### src/rtl/pipeline_ctrl.sv
// Central sequencer for the 5-stage LC-3b pipeline: register load enables,
// ID/EX bubble and IF/ID squash, plus a saturating stall-cycle counter.
module pipeline_ctrl #(
    parameter int unsigned FLUSH_CYCLES = 2,
    parameter int unsigned CNT_WIDTH    = 16
) (
    input  logic                 clk,
    input  logic                 reset,
    input  logic                 icache_resp,
    input  logic                 dcache_req,
    input  logic                 dcache_resp,
    input  logic                 branch_taken,
    input  logic [2:0]           id_sr1_num,
    input  logic [2:0]           id_sr2_num,
    input  logic                 id_uses_sr1,
    input  logic                 id_uses_sr2,
    input  logic [2:0]           id_ex_dest,
    input  logic                 id_ex_is_load,
    output logic                 load_pc,
    output logic                 load_if_id,
    output logic                 load_id_ex,
    output logic                 load_ex_mem,
    output logic                 load_mem_wb,
    output logic                 bubble_id_ex,
    output logic                 flush_if_id,
    output logic [CNT_WIDTH-1:0] stall_cycles
);

    typedef enum logic [0:0] {
        ST_RUN   = 1'b0,
        ST_FLUSH = 1'b1
    } state_t;

    localparam logic [2:0]           FLUSH_RELOAD = 3'(FLUSH_CYCLES - 32'd1);
    localparam logic [CNT_WIDTH-1:0] CNT_ONE      = CNT_WIDTH'(1);
    localparam logic [CNT_WIDTH-1:0] CNT_MAX      = {CNT_WIDTH{1'b1}};

    state_t               r_state;
    state_t               w_state_nxt;
    logic [2:0]           r_fcnt;
    logic [2:0]           w_fcnt_nxt;
    logic [CNT_WIDTH-1:0] r_stall_cycles;
    logic                 w_count_stall;
    logic                 w_mem_stall;
    logic                 w_lu_hazard;
    logic                 w_sr1_match;
    logic                 w_sr2_match;

    // Hazard detection: any cache wait freezes the whole pipe; a load in EX
    // feeding the ID instruction needs one bubble.
    assign w_mem_stall = (dcache_req & ~dcache_resp) | ~icache_resp;
    assign w_sr1_match = id_uses_sr1 & (id_sr1_num == id_ex_dest);
    assign w_sr2_match = id_uses_sr2 & (id_sr2_num == id_ex_dest);
    assign w_lu_hazard = id_ex_is_load & (w_sr1_match | w_sr2_match);

    // State, flush counter and saturating stall counter.
    always_ff @(posedge clk) begin
        if (reset) begin
            r_state        <= ST_RUN;
            r_fcnt         <= 3'd0;
            r_stall_cycles <= '0;
        end else begin
            r_state <= w_state_nxt;
            r_fcnt  <= w_fcnt_nxt;
            if (w_count_stall && (r_stall_cycles != CNT_MAX)) begin
                r_stall_cycles <= r_stall_cycles + CNT_ONE;
            end else begin
                r_stall_cycles <= r_stall_cycles;
            end
        end
    end

    // Next-state and output decode, in priority order.
    always_comb begin
        w_state_nxt   = r_state;
        w_fcnt_nxt    = r_fcnt;
        w_count_stall = 1'b0;
        load_pc       = 1'b1;
        load_if_id    = 1'b1;
        load_id_ex    = 1'b1;
        load_ex_mem   = 1'b1;
        load_mem_wb   = 1'b1;
        bubble_id_ex  = 1'b0;
        flush_if_id   = 1'b0;

        if (reset) begin
            load_pc      = 1'b0;
            load_if_id   = 1'b0;
            load_id_ex   = 1'b0;
            load_ex_mem  = 1'b0;
            load_mem_wb  = 1'b0;
            bubble_id_ex = 1'b1;
            flush_if_id  = 1'b1;
            w_state_nxt  = ST_RUN;
            w_fcnt_nxt   = 3'd0;
        end else if (w_mem_stall) begin
            // Branch and hazard sources are frozen too; they re-evaluate later.
            load_pc       = 1'b0;
            load_if_id    = 1'b0;
            load_id_ex    = 1'b0;
            load_ex_mem   = 1'b0;
            load_mem_wb   = 1'b0;
            w_count_stall = 1'b1;
        end else if (branch_taken) begin
            bubble_id_ex = 1'b1;
            flush_if_id  = 1'b1;
            if (FLUSH_CYCLES > 32'd1) begin
                w_state_nxt = ST_FLUSH;
                w_fcnt_nxt  = FLUSH_RELOAD;
            end else begin
                w_state_nxt = ST_RUN;
                w_fcnt_nxt  = 3'd0;
            end
        end else if (r_state == ST_FLUSH) begin
            // ID holds a wrong-path instruction, so its hazards are irrelevant.
            bubble_id_ex = 1'b1;
            flush_if_id  = 1'b1;
            if (r_fcnt <= 3'd1) begin
                w_state_nxt = ST_RUN;
                w_fcnt_nxt  = 3'd0;
            end else begin
                w_state_nxt = ST_FLUSH;
                w_fcnt_nxt  = r_fcnt - 3'd1;
            end
        end else if (w_lu_hazard) begin
            load_pc       = 1'b0;
            load_if_id    = 1'b0;
            bubble_id_ex  = 1'b1;
            w_count_stall = 1'b1;
        end else begin
            w_state_nxt = ST_RUN;
        end
    end

    assign stall_cycles = r_stall_cycles;

endmodule

### config.mk
export PLATFORM = sky130hd
export DESIGN_NAME = pipeline_ctrl
export DESIGN_NICKNAME = d
export VERILOG_FILES = /design/src/rtl/pipeline_ctrl.sv
export SDC_FILE = /design/constraint.sdc
export NUM_CORES = 1
export LEC_CHECK = 0
export CORE_MARGIN = 2
export CORE_UTILIZATION = 45
export CTS_CLUSTER_SIZE = 30
export DETAILED_ROUTE_END_ITERATION = 8
export PLACE_DENSITY = 0.77
export SETUP_SLACK_MARGIN = 0.5
export SLEW_MARGIN = 20
export SYNTH_ARGS = -nofsm -noshare
export SYNTH_HDL_FRONTEND = slang
export SYNTH_SLANG_ARGS = --single-unit
### constraint.sdc
create_clock -name clk -period 3.4 [get_ports clk]
set_input_delay 0.34 -clock clk [delete_from_list [all_inputs] [get_ports clk]]
set_output_delay 0.34 -clock clk [all_outputs]
set_load 0.03 [all_outputs]
Word level (Yosys, flattened, before mapping)
Index checks and enable logic that the tools add are counted.

word-level totals
  flip-flop bits (word level) = 20
  input port bits = 18
  logic and storage cells = 47

cells by class
  add/sub/neg operators = 2
  $lt $le $gt $ge = 1
  equality and inequality tests = 3
  multiplexer cells = 26
  bitwise gates (word level) = 9
  reductions and logical operators = 3

operator list
  cell                                                                               number
  1-bit two-way mux                                                                  23
  16-bit by 1-bit adder with 16-bit output (second input constant)                   1
  16-bit != test (second input constant)                                             1
  3-bit two-way mux                                                                  3
  3-bit equality test                                                                2
  1-bit AND                                                                          4
  3-bit by 1-bit less-or-equal comparator with 1-bit output (second input constant)  1
  1-bit inverter                                                                     3
  3-bit by 1-bit subtractor with 3-bit output (second input constant)                1
  1-bit bitwise OR                                                                   2
  2-bit AND reduction                                                                1
  2-bit nonzero test                                                                 1
  1-bit logical AND                                                                  1

Depth between registers and ports, before layout
  word-level depth = 10
  mapped depth = 8
  mapped depth without buffers = 7

Worst setup path after synthesis
Ideal clock, no wire load.

  path type = input to output
  start point = input port reset
  end point = output port load_pc
  arrival time = 1.926 ns
  data required time = 3.060 ns
  path slack = 1.134 ns
  stages on the path = 5
  path through = clkbuf_1 clkbuf_1 nor2_1 and2_1 buf_4

between the ends
  longest elaborated chain between the ends = 1

ends and longest elaborated chain
  element            line  RTL
  from (decl)        8     input logic reset,
  1-bit two-way mux  --
  to (decl)          19    output logic load_pc,

Every way passes these cells.

Worst setup path in the final report
  start point = input port branch_taken
  end point = output port load_if_id

between the ends
  longest elaborated chain between the ends = 3

ends and longest elaborated chain
  element            line  RTL
  from (decl)        12    input logic branch_taken,
  1-bit two-way mux  104   end else if (branch_taken) begin
  1-bit two-way mux  96    end else if (w_mem_stall) begin
  1-bit two-way mux  86    if (reset) begin
  to (decl)          20    output logic load_if_id,

Every way passes these cells.

==> flow_summary.json <==
{
  "synth_area_leader_cell": "dfxtp_1",
  "post-synth-top-count-cell": "dfxtp_1",
  "nets": 219,
  "die_x_um": 59.15,
  "cp.depth": 6,
  "fp-row-count": 20,
  "hold_buffers": 0,
  "coreArea_um2": 2978,
  "clk_latency_ns": 0.32,
  "synth_ff_type": "dfxtp_1",
  "initial_core_util_pct": 45.97,
  "min_period_over_period_pct": 80.58,
  "ant_nets": 0,
  "grt_pass1_wl_um": 5485,
  "synth_top_area_share_pct": 29.25,
  "fin_skew_ns": 0.01120,
  "worst_path_largest_cell_delay_ns": 0.59,
  "relSlewSlack_pct": 58.91,
  "place_hpwl_um": 2503,
  "htree_levels": 1,
  "cts.path.max_buffers": 2,
  "synthTopCellsByCount": "20 x dfxtp_1, 14 x nor2_1, 13 x nand2_1, 9 x nand3_1, 9 x nand4_1",
  "crit_chain": "clkdlybuf4s50_1 -> or2_1 -> or2_2 -> a21o_1 -> and2_1 -> clkdlybuf4s50_1",
  "synth_cell_type_count": 45,
  "synthTopCellsByArea": "dfxtp_1 29%, nand4_1 4.1%, nor2_1 3.8%, xnor2_1 3.8%, nand2_1 3.6%",
  "leakage_nw": 0.6187,
  "cts_made_buffers": 3,
  "postSynthCellCount": 161,
  "cts.clk_slew.worst_paths_ns": 0.12,
  "drcViolationCount": 0,
  "drt-pass1-iter-count": 4,
  "fp.dieH_um": 59.15,
  "irDropWorstVdd_uv": 219.1,
  "endpoint_kind": "output pin",
  "die_area_um2": 3499,
  "worstMarginPinSlew_ns": 0.6144,
  "grt_max_degree": 25,
  "drt_iter0_drc": 51,
  "root_buffer": "clkbuf_4",
  "grt_pass1_vias": 1295,
  "outcome": "complete, no violations",
  "grt_overflow": 0,
  "hold_class": "reg2reg",
  "setup_tns_ns": 0,
  "io_buffer_count": 40,
  "cts.sinks": 20,
  "maxSlewViolCount": 0,
  "synth_nets": 182,
  "yosys_warnings": 0,
  "wl_per_cell_um": 14.30,
  "crit_path_max_fanout": 6,
  "crit_path_top_delay_cell": "clkdlybuf4s50_1",
  "track_usage_pct": 20.11,
  "p_per_area_nw_per_um2": 316.7,
  "synth_edf_count": 0,
  "wirelength_um": 3290,
  "vias": 1375,
  "min_path_cells": 2,
  "antenna_cells": 0,
  "maxCapViolCount": 0,
  "rr_worst_depth": 7,
  "finalHoldViolCount": 0,
  "setup_viol": 0,
  "io_pins": 41,
  "nFillCells": 277,
  "cp.arrival_ns": 2.40,
  "syn2layout_area_growth_pct": 31.44,
  "syn_area_um2": 1369,
  "yosys_register_bits": 20,
  "rsz0062_at_grt": "false",
  "maxClockFrequency_mhz": 365.0,
  "post-cts-setup-buffers": 0,
  "critPathKind": "in2out",
  "gp_congestion": 0.8343,
  "antenna_found_initial": 0,
  "postSynth.asyncResetShare_pct": 0,
  "crit_path_start_kind": "primary input",
  "tritoncts": "yes",
  "crit_top_cell": "clkdlybuf4s50_1",
  "crit_required_ns": 3.06,
  "cts-resized-gates": 0,
  "cp_num_buf_inv": 2,
  "drive_gt1_share_pct": 15.23,
  "period_minus_slack_ns": 2.740,
  "utilization_pct": 60.42,
  "vias_per_cell": 5.978,
  "ys_seq_area_share_pct": 29.25,
  "syn_area_per_cell_um2": 8.502,
  "crit_family": "buffers and inverters"
}
power breakdown:
part | total, mW | internal [mW] | switching (mW)
clock network | 0.199 | 0.119 | 0.0796
registers | 0.249 | 0.241 | 0.00848
logic | 0.122 | 0.0555 | 0.0662
total | 0.570 | 0.415 | 0.154
sequential cells by signal, summed over array words and instances (netlist names):
register      flops
r_state           1
r_fcnt            3
stall_cycles     16
kinds of logic (layout without fill, tap and decap cells):
kind of cell | Yosys count | count (layout) | synth area share, %
multiplexers | 3 | 3 | 2.468
adder cells (fa/ha/maj) | 3 | 3 | 2.743
buffers and inverters | 18 | 54 | 8.227
flip-flops | 20 | 20 | 29.25
AND/OR/NAND/NOR | 75 | 75 | 31.17
XOR/XNOR | 6 | 6 | 3.839
AO/OA/AOI/OAI | 36 | 36 | 22.30
cell type report:
cell class / count / area [um2] / area share [%]
Timing Repair Buffer: 43 / 422.9 / 23.50
Clock inverter: 1 / 30.03 / 1.669
Inverter: 7 / 26.28 / 1.460
Clock buffer: 3 / 22.52 / 1.252
Tap cell: 33 / 41.29 / 2.295
Sequential cell: 20 / 400.4 / 22.25
Multi-Input combinational cell: 123 / 855.8 / 47.57
cells in the final DEF, fill, tap and decap left out, drive strengths merged, types with 3 or more instances in the layout:
master         netlist  layout
a21oi                8       8
buf                  8       3
clkbuf               3       3
clkdlybuf4s50        0      40
dfxtp               20      20
ha                   3       3
inv                  7       7
mux2                 3       3
nand2               13      13
nand3               10      10
nand4                9       9
nor2                14      14
nor2b                4       4
nor3                 4       4
nor4                 5       5
o311ai               7       7
o31ai                3       3
o41ai                4       4
or2                  3       3
or4                  7       7
xnor2                6       6
through the flow:
stage / area (um2) / total power, mW / worst slack (ns) / hold slack, ns / std cells
4_1_cts: 1799 / 0.5765 / 0.6634 / 0.5081 / 230
2_1_floorplan: 1369 / 0.3264 / 1.134 / 0.4575 / 161
6_report: 1799 / 0.5698 / 0.6603 / 0.5055 / 230
3_5_place_dp: 1747 / 0.3760 / 0.6741 / 0.4911 / 226
5_1_grt: 1799 / 0.5940 / 0.5947 / 0.5274 / 230
3_3_place_gp: 1747 / 0.3718 / 0.7061 / 0.4684 / 226
worst register-to-register path, stage by stage, from the launching register on:
cell,delay (ns)
dfxtp_1,0.46
ha_1,0.24
nand2_1,0.08
or4_4,0.56
nor3_4,0.50
buf_4,0.28
nor4_1,0.06
o21a_1,0.18
per-layer routing:
layer | GRT usage, % | vias up | share of wire [%]
met4 | 8.117 | 0 | 1.2
met2 | 35.56 | 40 | 51
met5 | 0 | - | 0
li1 | - | 683 | -
met3 | 3.493 | 6 | 4.3
met1 | 23.92 | 646 | 44
worst paths after layout:
check	start	endpoint	slack [ns]
max	branch_taken	load_if_id	0.66
min	stall_cycles[11]	stall_cycles[11]	0.51
min reg2reg	stall_cycles[11]	stall_cycles[11]	0.51
max reg2reg	stall_cycles[0]	stall_cycles[7]	0.95
Note: power is estimated with default switching activity, not from simulation.
